### src/rtl/irq_ctrl_n_if.sv
// rtl/irq_ctrl_n_if.sv - word-addressed register bus between mmapper and irq_ctrl_n
interface irq_ctrl_n_if;
    logic [2:0]  a;
    logic [31:0] d;
    logic        we;
    logic [31:0] spo;

    modport master (output a, output d, output we, input spo);
    modport slave  (input a, input d, input we, output spo);
endinterface

### src/rtl/irq_ctrl_n.sv
// rtl/irq_ctrl_n.sv - parametrised fixed-priority interrupt controller with eip handshake
module irq_ctrl_n #(
    parameter int NUM_IRQ  = 8,
    parameter int TIMER_CH = 0
) (
    input  logic               clk,
    input  logic               rst_n,
    input  logic [NUM_IRQ-1:0] irq_in,
    irq_ctrl_n_if.slave        bus,
    output logic               interrupt,
    output logic               int_istimer,
    input  logic               int_reply
);
    localparam int ID_W = (NUM_IRQ > 1) ? $clog2(NUM_IRQ) : 1;
    localparam logic [ID_W-1:0] TIMER_ID = ID_W'(TIMER_CH);

    typedef enum logic {IDLE, SERVICE} state_e;

    state_e             state_q, state_d;
    logic [ID_W-1:0]    cur_id_q, cur_id_d;
    logic [NUM_IRQ-1:0] en_q, en_d;
    logic [NUM_IRQ-1:0] mode_q, mode_d;
    logic [NUM_IRQ-1:0] pend_q, pend_d;
    logic [NUM_IRQ-1:0] irq_prev_q;
    logic               int_q, int_d;
    logic               tmr_q, tmr_d;

    logic [NUM_IRQ-1:0] eligible, rise, wdata, ack_clr, w1c_mask;
    logic [ID_W-1:0]    sel;
    logic               any_elig, ack;
    logic               wr_en, wr_pend, wr_mode, wr_eoi;
    logic               unused_d;

    assign wdata    = bus.d[NUM_IRQ-1:0];
    assign unused_d = ^bus.d;
    assign wr_en    = bus.we && (bus.a == 3'd0);
    assign wr_pend  = bus.we && (bus.a == 3'd1);
    assign wr_mode  = bus.we && (bus.a == 3'd2);
    assign wr_eoi   = bus.we && (bus.a == 3'd4);
    assign rise     = irq_in & ~irq_prev_q;

    // Scan downward so the lowest eligible index is the one left in sel.
    always_comb begin
        eligible = pend_q & en_q;
        any_elig = |eligible;
        sel      = '0;
        for (int i = NUM_IRQ - 1; i >= 0; i--) begin
            if (eligible[i]) sel = i[ID_W-1:0];
        end
    end

    always_comb begin
        state_d  = state_q;
        cur_id_d = cur_id_q;
        ack      = int_q && int_reply && (state_q == IDLE);
        case (state_q)
            IDLE: begin
                if (ack) begin
                    state_d  = SERVICE;
                    cur_id_d = sel;
                end
            end
            SERVICE: begin
                if (wr_eoi) state_d = IDLE;
            end
            default: state_d = IDLE;
        endcase

        ack_clr = '0;
        if (ack && any_elig) ack_clr[sel] = 1'b1;
        w1c_mask = wr_pend ? wdata : '0;

        // Edge bits latch with set priority; level bits simply track the input.
        pend_d = ((pend_q & ~w1c_mask & ~ack_clr) | rise) & mode_q;
        pend_d = pend_d | (irq_in & ~mode_q);
        if (wr_mode) pend_d = pend_d & ~(wdata ^ mode_q);

        en_d   = wr_en   ? wdata : en_q;
        mode_d = wr_mode ? wdata : mode_q;
        int_d  = any_elig && (state_q == IDLE);
        tmr_d  = int_d && (sel == TIMER_ID);
    end

    always_ff @(posedge clk) begin
        if (!rst_n) begin
            state_q    <= IDLE;
            cur_id_q   <= '0;
            en_q       <= '0;
            mode_q     <= '0;
            pend_q     <= '0;
            irq_prev_q <= '0;
            int_q      <= 1'b0;
            tmr_q      <= 1'b0;
        end else begin
            state_q    <= state_d;
            cur_id_q   <= cur_id_d;
            en_q       <= en_d;
            mode_q     <= mode_d;
            pend_q     <= pend_d;
            irq_prev_q <= irq_in;
            int_q      <= int_d;
            tmr_q      <= tmr_d;
        end
    end

    assign interrupt   = int_q;
    assign int_istimer = tmr_q;

    always_comb begin
        bus.spo = '0;
        case (bus.a)
            3'd0: bus.spo[NUM_IRQ-1:0] = en_q;
            3'd1: bus.spo[NUM_IRQ-1:0] = pend_q;
            3'd2: bus.spo[NUM_IRQ-1:0] = mode_q;
            3'd3: begin
                bus.spo[31]       = (state_q == SERVICE);
                bus.spo[ID_W-1:0] = cur_id_q;
            end
            3'd5: bus.spo[NUM_IRQ-1:0] = irq_in;
            default: bus.spo = '0;
        endcase
    end
endmodule

### src/flat_wrapper.sv
// flat-port wrapper written by rule: the top's interface ports become plain ports
module irq_ctrl_n_flat 
#(
    parameter int NUM_IRQ  = 8,
    parameter int TIMER_CH = 0
)
  (clk, rst_n, irq_in, interrupt, int_istimer, int_reply, bus_a, bus_d, bus_we, bus_spo);
  irq_ctrl_n_if bus_i ();
  input  logic clk;
  input  logic rst_n;
  input  logic [NUM_IRQ-1:0] irq_in;
  output logic interrupt;
  output logic int_istimer;
  input  logic int_reply;
  input wire logic [$bits(bus_i.a)-1:0] bus_a;
  input wire logic [$bits(bus_i.d)-1:0] bus_d;
  input wire logic [$bits(bus_i.we)-1:0] bus_we;
  output wire logic [$bits(bus_i.spo)-1:0] bus_spo;
  assign bus_i.a = bus_a;
  assign bus_i.d = bus_d;
  assign bus_i.we = bus_we;
  assign bus_spo = bus_i.spo;
  irq_ctrl_n #(.NUM_IRQ(NUM_IRQ), .TIMER_CH(TIMER_CH)) u_core (.clk(clk), .rst_n(rst_n), .irq_in(irq_in), .bus(bus_i), .interrupt(interrupt), .int_istimer(int_istimer), .int_reply(int_reply));
endmodule
### config.mk
export PLATFORM = sky130hd
export DESIGN_NAME = irq_ctrl_n_flat
export DESIGN_NICKNAME = d
export VERILOG_FILES = /design/src/rtl/irq_ctrl_n_if.sv /design/src/rtl/irq_ctrl_n.sv /design/src/flat_wrapper.sv
export SDC_FILE = /design/constraint.sdc
export NUM_CORES = 1
export LEC_CHECK = 0
export ABC_CLOCK_PERIOD_IN_PS = 3300
export CORE_MARGIN = 10
export CORE_UTILIZATION = 48
export CTS_CLUSTER_SIZE = 30
export DETAILED_ROUTE_END_ITERATION = 10
export PLACE_DENSITY_LB_ADDON = 0.2
export SLEW_MARGIN = 20
export SYNTH_ARGS = -nofsm -noshare
export SYNTH_HDL_FRONTEND = slang
export SYNTH_SLANG_ARGS = --single-unit
### constraint.sdc
create_clock -name clk -period 3.3 [get_ports clk]
set_clock_uncertainty 0.15 [all_clocks]
set_input_delay 0.66 -clock clk [delete_from_list [all_inputs] [get_ports clk]]
set_output_delay 0.66 -clock clk [all_outputs]
set_load 0.005 [all_outputs]
Word level (Yosys, flattened, before mapping) --
Index checks and enable logic that the tools add are counted.
Word-level totals: flip-flop bits (word level) 38, logic and storage cells 64, bits of input ports 47, output and inout port bits 34
Cells by class: bitwise operators 16, muxes and demuxes 19, equality and inequality tests 5, magnitude comparators 2, reduce and logical (&&, ||, !) cells 14
Operators with widths (count):
- $and 8x8->8 | 7
- $not 8->8 | 5
- $mux 3 | 8
- $mux 8 | 3
- $pmux 5 s4 | 1
- $or 8x8->8 | 2
- $pmux 3 s5 | 1
- $logic_and 1x1->1 | 10
- $reduce_or 8->1 | 1
- $xor 8x8->8 | 1
- $eq 3x2->1 const B | 2
- $eq 3x3->1 const B | 2
- $logic_not 3->1 | 2
- $lt 3x4->1 const B | 1
- $mux 1 | 4
- $demux 1 s3 | 1
- $eq 3x1->1 const B | 1
- $ge 3x1->1 const B | 1
- $pmux 1 s2 | 1
- $reduce_and 2->1 | 1
- $not 1->1 | 1

Longest topological paths before layout --
depth after elaboration 21, depth in mapped cells 6, gate-level depth less buffers 4

Worst setup path before layout --
OpenSTA, ideal clock, no wires.
kind input to output, start input bus_a[1], end output bus_spo[3], setup slack 1028 ps, stages 5, data required time 2490 ps, buffers on the path 2, arrival 1462 ps, path through buf_4 -> buf_4 -> nor2b_1 -> a21oi_1 -> o21ai_0
On the way: cells in the longest elaborated chain, start to end 2, elaborated cells between the ends (all ways) 5, classes of those cells 3 x eq/ne; 1 x mux; 1 x reduce/logical
RTL lines:
- start, declared | RTL line flat_wrapper.sv:15 | input wire logic [$bits(bus_i.a)-1:0] bus_a;
- $eq 3x3->1, or another cell as far along | RTL line irq_ctrl_n.sv:111 | case (bus.a)
- $pmux 5 s4 * | RTL line irq_ctrl_n.sv:111
- end, declared | RTL line flat_wrapper.sv:18 | output wire logic [$bits(bus_i.spo)-1:0] bus_spo;
Every way passes the cells marked *; elsewhere a longest branch is shown, timed or not.

Worst setup path in the final report --
start input bus_a[0], end output bus_spo[0]
On the way: cells in the longest elaborated chain, start to end 2, elaborated cells between the ends (all ways) 6, classes of those cells 4 x eq/ne; 1 x mux; 1 x reduce/logical
RTL lines (RTL line):
- $eq 3x3->1, or another cell as far along | irq_ctrl_n.sv:111
- $pmux 3 s5 * | irq_ctrl_n.sv:111
Marked as above.

==> flow_summary.json <==
{
  "status": "complete, no violations",
  "drv_cap": 0,
  "grt_max_degree": 22,
  "drtAntennaViolNets": 0,
  "drive_above_1_share_pct": 9.84,
  "leakage_nw": 1.02,
  "yosysWarnings": 0,
  "grt_pass1_wl_mm": 9.56,
  "via_per_inst": 5.45,
  "synthCells": 276,
  "ys.flop_type": "dfxtp_1",
  "yosys_register_bits": 38,
  "numCtsBuffers": 5,
  "final_cell_mix": "nand2_1, dfxtp_1, clkdlybuf4s50_1",
  "setup_viol": 0,
  "worst-path-max-fanout": 15,
  "dr.pass1.iters": 4,
  "cts_tree": "yes",
  "num_rows": 24,
  "die-area_mm2": 0.00776,
  "n_antenna_cell": 0,
  "die_h_um": 88.1,
  "period_share_pct": 97.6,
  "fin_nets": 363,
  "synth-seq-area-share_pct": 34.2,
  "cts_buffer_depth": 2,
  "slew_headroom_pct": 62.8,
  "drt-total-wl_mm": 5.89,
  "rsz0062_at_grt": "no",
  "syn_area_mm2": 0.00223,
  "antenna_found_initial": 0,
  "synth_area_leaders": "dfxtp_1, nand2_1, buf_4",
  "fmax_ghz": 0.310,
  "multiInputGateArea_mm2": 0.00130,
  "cts.sinks": 38,
  "dr.first_iter.drc_count": 132,
  "route.detailed.drc": 0,
  "avgSynthCellArea_um2": 8.06,
  "finalCriticalPeriod_ps": 3220,
  "overflow": 0,
  "tightest_slew_ps": 556,
  "async_reset_ff_share_pct": 0,
  "avgRoutedWirePerCell_um": 16.1,
  "start_util_pct": 50.4,
  "area_growth_syn_to_layout_pct": 19.7,
  "vdd_ir_drop_max_v": 0.000249,
  "powerDensity_mw_per_mm2": 356,
  "place.gp.congestion": 0.832,
  "yosysTopAreaCellShare_pct": 34.2,
  "pin_count": 81,
  "synth-edff-count": 0,
  "setup_ws_ps": 79.4,
  "fin_tns_setup_ps": 0,
  "synth_area_leader_cell": "dfxtp_1",
  "layout_commonest_cell": "nand2_1",
  "end_kind": "primary output",
  "cp.arrival_ps": 2410,
  "power_mw": 0.949,
  "h-tree-depth": 2,
  "cp.required_ps": 2490,
  "ys_types": 45,
  "start_kind": "input port",
  "maxSlewViolCount": 0,
  "postCtsHoldBufs": 0,
  "clock-root-buffer": "clkbuf_8",
  "grt_use_total_pct": 15.3,
  "io_buffers": 33,
  "grt_pass1_vias": 1945,
  "ff_latch_area_um2": 761,
  "vias": 1999,
  "hp-class": "reg2reg",
  "final_hold_viol_count": 0,
  "crit_type": "in2out",
  "coreArea_mm2": 0.00441,
  "dp_slack_ps": 74.2,
  "insertion_delay_ps": 290,
  "die_width_um": 88.1,
  "cts.clk_slew.worst_paths_ps": 70,
  "hpwl_mm": 4.28,
  "fillCellCount": 426
}
## critical path, stage by stage
cell	delay (ps)
clkdlybuf4s50_1	510
buf_12	160
mux4_2	490
inv_1	60
o21ai_0	70
clkdlybuf4s50_1	460
## through the flow
stage	std cells	util [%]	hold WS, ps	area (µm²)
6_report	367	60.3	319	2660
5_1_grt	367	60.3	347	2660
4_1_cts	367	60.1	320	2660
3_5_place_dp	361	58.3	310	2570
3_3_place_gp	361	58.3	302	2570
2_1_floorplan	298	-	291	2310
## where the power goes
part	leakage [nW]	switching, mW	total (mW)	internal [mW]
Sequential	0.311	0.0139	0.488	0.474
Clock	0.0431	0.155	0.317	0.161
Combinational	0.662	0.0691	0.144	0.0749
Total	1.02	0.238	0.949	0.710
## cell usage after synthesis, types with 2 or more instances
library cell,number
nor2b_1,4
inv_1,2
buf_4,25
clkbuf_1,5
a21o_1,2
a311oi_1,3
nand2_1,63
o21ai_1,2
mux2i_1,7
xnor2_1,6
buf_2,4
o21a_1,2
a22oi_1,3
o22ai_1,3
a22o_1,4
a32oi_1,5
a221o_1,2
o21ai_0,17
dfxtp_1,38
and2_1,11
buf_6,2
nor2_1,13
mux2_2,2
a31oi_1,2
a21boi_0,18
a21oi_1,7
nand3_1,6
## final cells by class
type / count / area share [%]
clock buffer: 6 / 3.10
tap: 52 / 2.44
inverter: 2 / 0.282
multi-input combinational: 222 / 48.7
sequential: 38 / 28.6
timing repair buffer: 47 / 16.9
## worst paths after layout
| path | from | to | slack, ps | depth (start not counted) |
|---|---|---|---|---|
| worst max-delay path | bus_a[0] | bus_spo[0] | 80 | 6 |
| worst min-delay path | u_core.cur_id_q[1] | u_core.cur_id_q[1] | 320 | 2 |
| worst max register to register | u_core.pend_q[2] | u_core.pend_q[4] | 1710 | 3 |
| worst min register to register | u_core.cur_id_q[1] | u_core.cur_id_q[1] | 320 | 2 |
## repair_timing
action                                  4_1_cts  5_1_grt
resized for setup                             0        4
endpoints found under the setup margin        0        5
setup buffers                                 0        0
## flip-flops by register name, indices dropped and copies added, names as in the netlist
signal and flops:
u_core.cur_id_q 3, u_core.en_q 8, u_core.int_istimer 1, u_core.interrupt 1
u_core.irq_prev_q 8, u_core.mode_q 8, u_core.pend_q 8, u_core.state_q 1
## kinds of logic after synthesis
| family | share of synthesized area [%] |
|---|---|
| and+or+nand+nor | 24.2 |
| xor gates and xnor gates | 2.36 |
| buffers and inverters | 11.5 |
| AOI/OAI and AO/OA | 22.4 |
| other | 0.168 |
| DFF | 34.2 |
| muxes | 5.17 |
## metal layers
| layer | up-vias | part of all wire, % | track usage [%] |
|---|---|---|---|
| li1 | 993 | - | - |
| met1 | 913 | 43 | 19.8 |
| met2 | 85 | 45 | 24.5 |
| met3 | 8 | 11 | 4.46 |
| met4 | 0 | 0.83 | 3.85 |
| met5 | - | 0 | 0 |
Note: power is estimated with default switching activity, not from simulation.
